===== config.mk =====
export PLATFORM = sky130hd
export DESIGN_NAME = imm_gen_pipe_flat
export DESIGN_NICKNAME = d
export VERILOG_FILES = /design/src/rtl/imm_gen_pipe_if.sv /design/src/rtl/imm_gen_pipe.sv /design/src/flat_wrapper.sv
export SDC_FILE = /design/constraint.sdc
export NUM_CORES = 1
export LEC_CHECK = 0
export BUFFER_PORTS_ARGS = -buffer_cell sky130_fd_sc_hd__buf_4
export CAP_MARGIN = 20
export CORE_ASPECT_RATIO = 0.9
export CORE_MARGIN = 2
export CORE_UTILIZATION = 30
export DETAILED_ROUTE_END_ITERATION = 6
export PLACE_DENSITY_LB_ADDON = 0.15
export SLEW_MARGIN = 20
export SYNTH_ARGS = -nofsm -noshare
export SYNTH_HDL_FRONTEND = slang
export SYNTH_SLANG_ARGS = --single-unit

===== constraint.sdc =====
create_clock -name clk -period 2.15 [get_ports clk]
set_input_delay 0.43 -clock clk [delete_from_list [all_inputs] [get_ports clk]]
set_output_delay 0.43 -clock clk [all_outputs]
set_load 0.02 [all_outputs]

===== src/rtl/imm_gen_pipe_if.sv =====
// Handshake bundle for the decode-stage immediate generator.
// Upstream request side and downstream result side share one bundle.
interface imm_gen_pipe_if #(
  parameter int XLEN  = 32,
  parameter int TAG_W = 32
);
  logic             in_valid;
  logic             in_ready;
  logic [24:0]      instr;
  logic [2:0]       immsrc;
  logic [TAG_W-1:0] in_tag;
  logic             out_valid;
  logic             out_ready;
  logic [XLEN-1:0]  immext;
  logic [TAG_W-1:0] out_tag;
  logic             illegal;

  modport master (
    output in_valid, instr, immsrc, in_tag, out_ready,
    input  in_ready, out_valid, immext, out_tag, illegal
  );

  modport slave (
    input  in_valid, instr, immsrc, in_tag, out_ready,
    output in_ready, out_valid, immext, out_tag, illegal
  );
endinterface


===== src/rtl/imm_gen_pipe.sv =====
// Decode-stage immediate generator, XLEN-parametrised,
// registered behind a 2-entry skid buffer (M drives outputs, K is skid).
module imm_gen_pipe #(
  parameter int XLEN  = 32,
  parameter int TAG_W = 32
) (
  input  logic           clk,
  input  logic           reset,
  input  logic           flush,
  imm_gen_pipe_if.slave  bus
);

  typedef enum logic [1:0] {
    EMPTY = 2'd0,
    ONE   = 2'd1,
    FULL  = 2'd2
  } state_t;

  state_t state_q, state_d;

  logic [XLEN-1:0]  m_imm_q, m_imm_d;
  logic [TAG_W-1:0] m_tag_q, m_tag_d;
  logic             m_ill_q, m_ill_d;
  logic [XLEN-1:0]  k_imm_q, k_imm_d;
  logic [TAG_W-1:0] k_tag_q, k_tag_d;
  logic             k_ill_q, k_ill_d;

  logic [31:7]     ins;
  logic [63:0]     wide;
  logic [XLEN-1:0] ext_imm;
  logic            ext_ill;
  logic            acc;
  logic            drn;

  assign ins = bus.instr;

  // Build every format at 64 bits, then keep the low XLEN
  always_comb begin
    wide    = '0;
    ext_ill = 1'b0;
    unique case (bus.immsrc)
      3'b000: wide = {{52{ins[31]}}, ins[31:20]};
      3'b001: wide = {{52{ins[31]}}, ins[31:25], ins[11:7]};
      3'b010: wide = {{52{ins[31]}}, ins[7],
                      ins[30:25], ins[11:8], 1'b0};
      3'b011: wide = {{44{ins[31]}}, ins[19:12], ins[20],
                      ins[30:21], 1'b0};
      3'b100: wide = {{32{ins[31]}}, ins[31:12], 12'b0};
      3'b101: wide = (XLEN == 64) ? {58'b0, ins[25:20]}
                                  : {59'b0, ins[24:20]};
      3'b110: wide = {59'b0, ins[19:15]};
      default: ext_ill = 1'b1;
    endcase
    ext_imm = wide[XLEN-1:0];
  end

  assign bus.in_ready  = (state_q != FULL);
  assign bus.out_valid = (state_q != EMPTY);
  assign bus.immext    = m_imm_q;
  assign bus.out_tag   = m_tag_q;
  assign bus.illegal   = m_ill_q;

  assign acc = bus.in_valid & bus.in_ready;
  assign drn = bus.out_valid & bus.out_ready;

  always_comb begin
    state_d = state_q;
    m_imm_d = m_imm_q;
    m_tag_d = m_tag_q;
    m_ill_d = m_ill_q;
    k_imm_d = k_imm_q;
    k_tag_d = k_tag_q;
    k_ill_d = k_ill_q;
    unique case (state_q)
      EMPTY: begin
        if (acc) begin
          m_imm_d = ext_imm;
          m_tag_d = bus.in_tag;
          m_ill_d = ext_ill;
          state_d = ONE;
        end
      end
      ONE: begin
        if (acc && drn) begin
          m_imm_d = ext_imm;
          m_tag_d = bus.in_tag;
          m_ill_d = ext_ill;
        end else if (acc) begin
          k_imm_d = ext_imm;
          k_tag_d = bus.in_tag;
          k_ill_d = ext_ill;
          state_d = FULL;
        end else if (drn) begin
          state_d = EMPTY;
        end
      end
      FULL: begin
        if (drn) begin
          m_imm_d = k_imm_q;
          m_tag_d = k_tag_q;
          m_ill_d = k_ill_q;
          state_d = ONE;
        end
      end
      default: state_d = EMPTY;
    endcase
    if (flush) state_d = EMPTY;
  end

  always_ff @(posedge clk) begin
    if (reset) begin
      state_q <= EMPTY;
      m_imm_q <= '0;
      m_tag_q <= '0;
      m_ill_q <= 1'b0;
      k_imm_q <= '0;
      k_tag_q <= '0;
      k_ill_q <= 1'b0;
    end else begin
      state_q <= state_d;
      m_imm_q <= m_imm_d;
      m_tag_q <= m_tag_d;
      m_ill_q <= m_ill_d;
      k_imm_q <= k_imm_d;
      k_tag_q <= k_tag_d;
      k_ill_q <= k_ill_d;
    end
  end

endmodule

===== src/flat_wrapper.sv =====
// flat-port wrapper written by rule: the top's interface ports become plain ports
module imm_gen_pipe_flat 
#(
  parameter int XLEN  = 32,
  parameter int TAG_W = 32
)
  (clk, reset, flush, bus_in_valid, bus_instr, bus_immsrc, bus_in_tag, bus_out_ready, bus_in_ready, bus_out_valid, bus_immext, bus_out_tag, bus_illegal);
  imm_gen_pipe_if #(.XLEN(XLEN), .TAG_W(TAG_W)) bus_i ();
  input  logic clk;
  input  logic reset;
  input  logic flush;
  input wire logic [$bits(bus_i.in_valid)-1:0] bus_in_valid;
  input wire logic [$bits(bus_i.instr)-1:0] bus_instr;
  input wire logic [$bits(bus_i.immsrc)-1:0] bus_immsrc;
  input wire logic [$bits(bus_i.in_tag)-1:0] bus_in_tag;
  input wire logic [$bits(bus_i.out_ready)-1:0] bus_out_ready;
  output wire logic [$bits(bus_i.in_ready)-1:0] bus_in_ready;
  output wire logic [$bits(bus_i.out_valid)-1:0] bus_out_valid;
  output wire logic [$bits(bus_i.immext)-1:0] bus_immext;
  output wire logic [$bits(bus_i.out_tag)-1:0] bus_out_tag;
  output wire logic [$bits(bus_i.illegal)-1:0] bus_illegal;
  assign bus_i.in_valid = bus_in_valid;
  assign bus_i.instr = bus_instr;
  assign bus_i.immsrc = bus_immsrc;
  assign bus_i.in_tag = bus_in_tag;
  assign bus_i.out_ready = bus_out_ready;
  assign bus_in_ready = bus_i.in_ready;
  assign bus_out_valid = bus_i.out_valid;
  assign bus_immext = bus_i.immext;
  assign bus_out_tag = bus_i.out_tag;
  assign bus_illegal = bus_i.illegal;
  imm_gen_pipe #(.XLEN(XLEN), .TAG_W(TAG_W)) u_core (.clk(clk), .reset(reset), .flush(flush), .bus(bus_i));
endmodule

==> results.yml <==
grt:
  grt-ovfl-total: 0
  grt_max_degree: 73
  first_global_vias: 5316
  antenna_found_initial: 0
  track_usage_pct: 16.6
  grt_pass1_wl_um: 27600
clocking:
  clock_latency_ns: 0.41
  h-tree-depth: 4
  root_buffer: "clkbuf_16"
  cts_buffers: 17
  path_clk_slew_ns: 0.06
  post_cts_buffers: 0
  clockBufferDepth: 2
  tritoncts: "built"
  cts.sinks: 132
  postCtsHoldBufs: 0
  cts-resized-gates: 0
setup_path:
  crit_arrival_ns: 2.25
  cp.required_ns: 2.46
  path_cells: "nor2b_1, and2_2, buf_4, nor2_1, a211oi_1"
  end_kind: "flop"
  path_buf_inv: 1
  cp_slowest_cell: "and2_2"
  critPathLaunchType: "flop"
  r2r_slack_ns: 0.21
  path_delay_family: "simple AND/OR/NAND/NOR gates"
  crit_type: "reg2reg"
  crit_fanout: 13
  slowest_delay_ns: 0.45
hold_path:
  min_path_type: "in2reg"
die:
  rows: 48
  start_util_pct: 30.7
  pin_count: 132
  dieArea_um2: 20800
  die_h_um: 137
  die_w_um: 152
  core_area_um2: 19200
pwr:
  ir_drop_mv: 0.406
  powerDensity_nw_per_um2: 795
  p_leak_nw: 2.94
timing:
  setup_viol: 0
  tightestPinTransition_ns: 0.551
  relSlewSlack_pct: 62.3
  fin_ws_ns: 0.210
  fin_tns_setup_ns: 0
  fmax_mhz: 515
  report.final.hold_viol_count: 0
  slew_violations: 0
  rsz0062_at_grt: "false"
  fin_skew_ns: 0.00574
  fin_crit_ns: 1.94
  layout_worst_path_cycle_share_pct: 90.2
  holdWs_ns: 0.187
synthesis:
  netlist_area_um2: 5900
  synth_compound_area_share_pct: 21.7
  synthAdderAreaFrac_pct: 0
  ys_async_sr_fraction_pct: 0
  synthesis.nets: 786
  synth_cell_types: 41
  synth_seq_area_share_pct: 44.8
  synthSimpleGateAreaFrac_pct: 23.9
  syn_area_per_cell_um2: 8.18
  ys_warn_count: 0
  ys.flop_type: "dfxtp_1"
  netlist_instances: 721
  synth_edf_count: 0
  synth_top_family_by_area: "simple AND/OR/NAND/NOR gates"
  synth_xor_area_share_pct: 0
  synth-seq-cells: 132
  muxShareOfSynthArea_pct: 3.82
place:
  hpwl_um: 11800
  place_area_um2: 7090
  finalWeightedCongestion: 0.773
  io_buffers: 131
  dp_worst_setup_slack_ns: 0.141
detailed_routing:
  firstDrtPassIters: 5
  drt-total-wl_um: 17300
  vias: 5479
  drc: 0
  vias_per_cell: 5.07
  antenna_left: 0
  drtIter0Drc: 281
  wl_per_cell_um: 16.0
layout:
  final_util_pct: 39.6
  area_growth_pct: 29.0
  final_cell_mix: "157 x nand2_1, 147 x buf_4, 132 x dfxtp_1, 83 x a21oi_1, 75 x nor2_1"
  diodes: 0
  drive_gt1_share_pct: 24.5
  fin_area_um2: 7610
  final_common_cell: "nand2_1"
  fillers: 2011
  nNetsFinal: 883
status:
  status: "complete, no violations"
job:
  cap_viol_max_count: 0
## sequential cells by signal, indices dropped and copies added (netlist names)
| register | flops |
|---|---|
| u_core.bus.immext | 32 |
| u_core.bus.out_tag | 32 |
| u_core.k_imm_q | 32 |
| u_core.k_tag_q | 32 |
| u_core.state_q | 2 |
| u_core.bus.illegal | 1 |
| u_core.k_ill_q | 1 |
## power by group
part           internal, mW  total [mW]  switching [mW]
clock                  1.52        2.58            1.06
sequential             2.56        2.62          0.0641
combinational         0.376       0.853           0.477
## layout make-up
type | count | area (um2) | share of cell area, %
Clock buffer | 22 | 464 | 6.10
Timing Repair Buffer | 151 | 1180 | 15.5
Multi-Input combinational cell | 513 | 2940 | 38.6
Inverter | 3 | 11.3 | 0.148
Tap cell | 250 | 313 | 4.11
Sequential cell | 132 | 2640 | 34.7
Clock inverter | 10 | 58.8 | 0.773
## routing by layer
metal / wire, um / part of all wire [%] / GRT usage [%]
met4: 284 / 1.6 / 5.82
met2: 7940 / 46 / 26.6
met3: 942 / 5.4 / 4.34
met1: 8120 / 47 / 21.8
met5: 0 / 0 / 0
## cell usage after synthesis, types with 10 or more instances
| cell type | count | area share, % |
|---|---|---|
| a211o_1 | 10 | 1.5 |
| a211oi_1 | 28 | 3.6 |
| a21oi_1 | 83 | 7.0 |
| a311oi_1 | 33 | 4.9 |
| buf_2 | 27 | 2.3 |
| clkbuf_1 | 41 | 2.6 |
| dfxtp_1 | 132 | 45 |
| nand2_1 | 158 | 10 |
| nand3b_1 | 15 | 1.9 |
| nor2_1 | 75 | 4.8 |
| nor3_1 | 16 | 1.4 |
| o211ai_1 | 15 | 1.9 |
## final timing paths
path	depth (start not counted)	startpoint	to
max reg2reg	5	u_core.state_q[0]	u_core.k_imm_q[18]
min reg2reg	2	u_core.k_tag_q[1]	u_core.k_tag_q[1]
max	5	u_core.state_q[0]	u_core.k_imm_q[18]
min	2	flush	u_core.state_q[0]
## kinds of logic after synthesis
| kind of cell | Yosys count |
|---|---|
| simple gates | 311 |
| compound gates | 187 |
| flops | 132 |
| buf+inv | 76 |
| mux | 15 |
## through the flow
stage	std cells	power, mW
5_1_grt	1081	6.34
3_3_place_gp	1049	3.52
6_report	1081	6.06
2_1_floorplan	721	3.16
3_5_place_dp	1049	3.54
4_1_cts	1081	6.14
No activity file was read; power rests on OpenSTA's default activity.
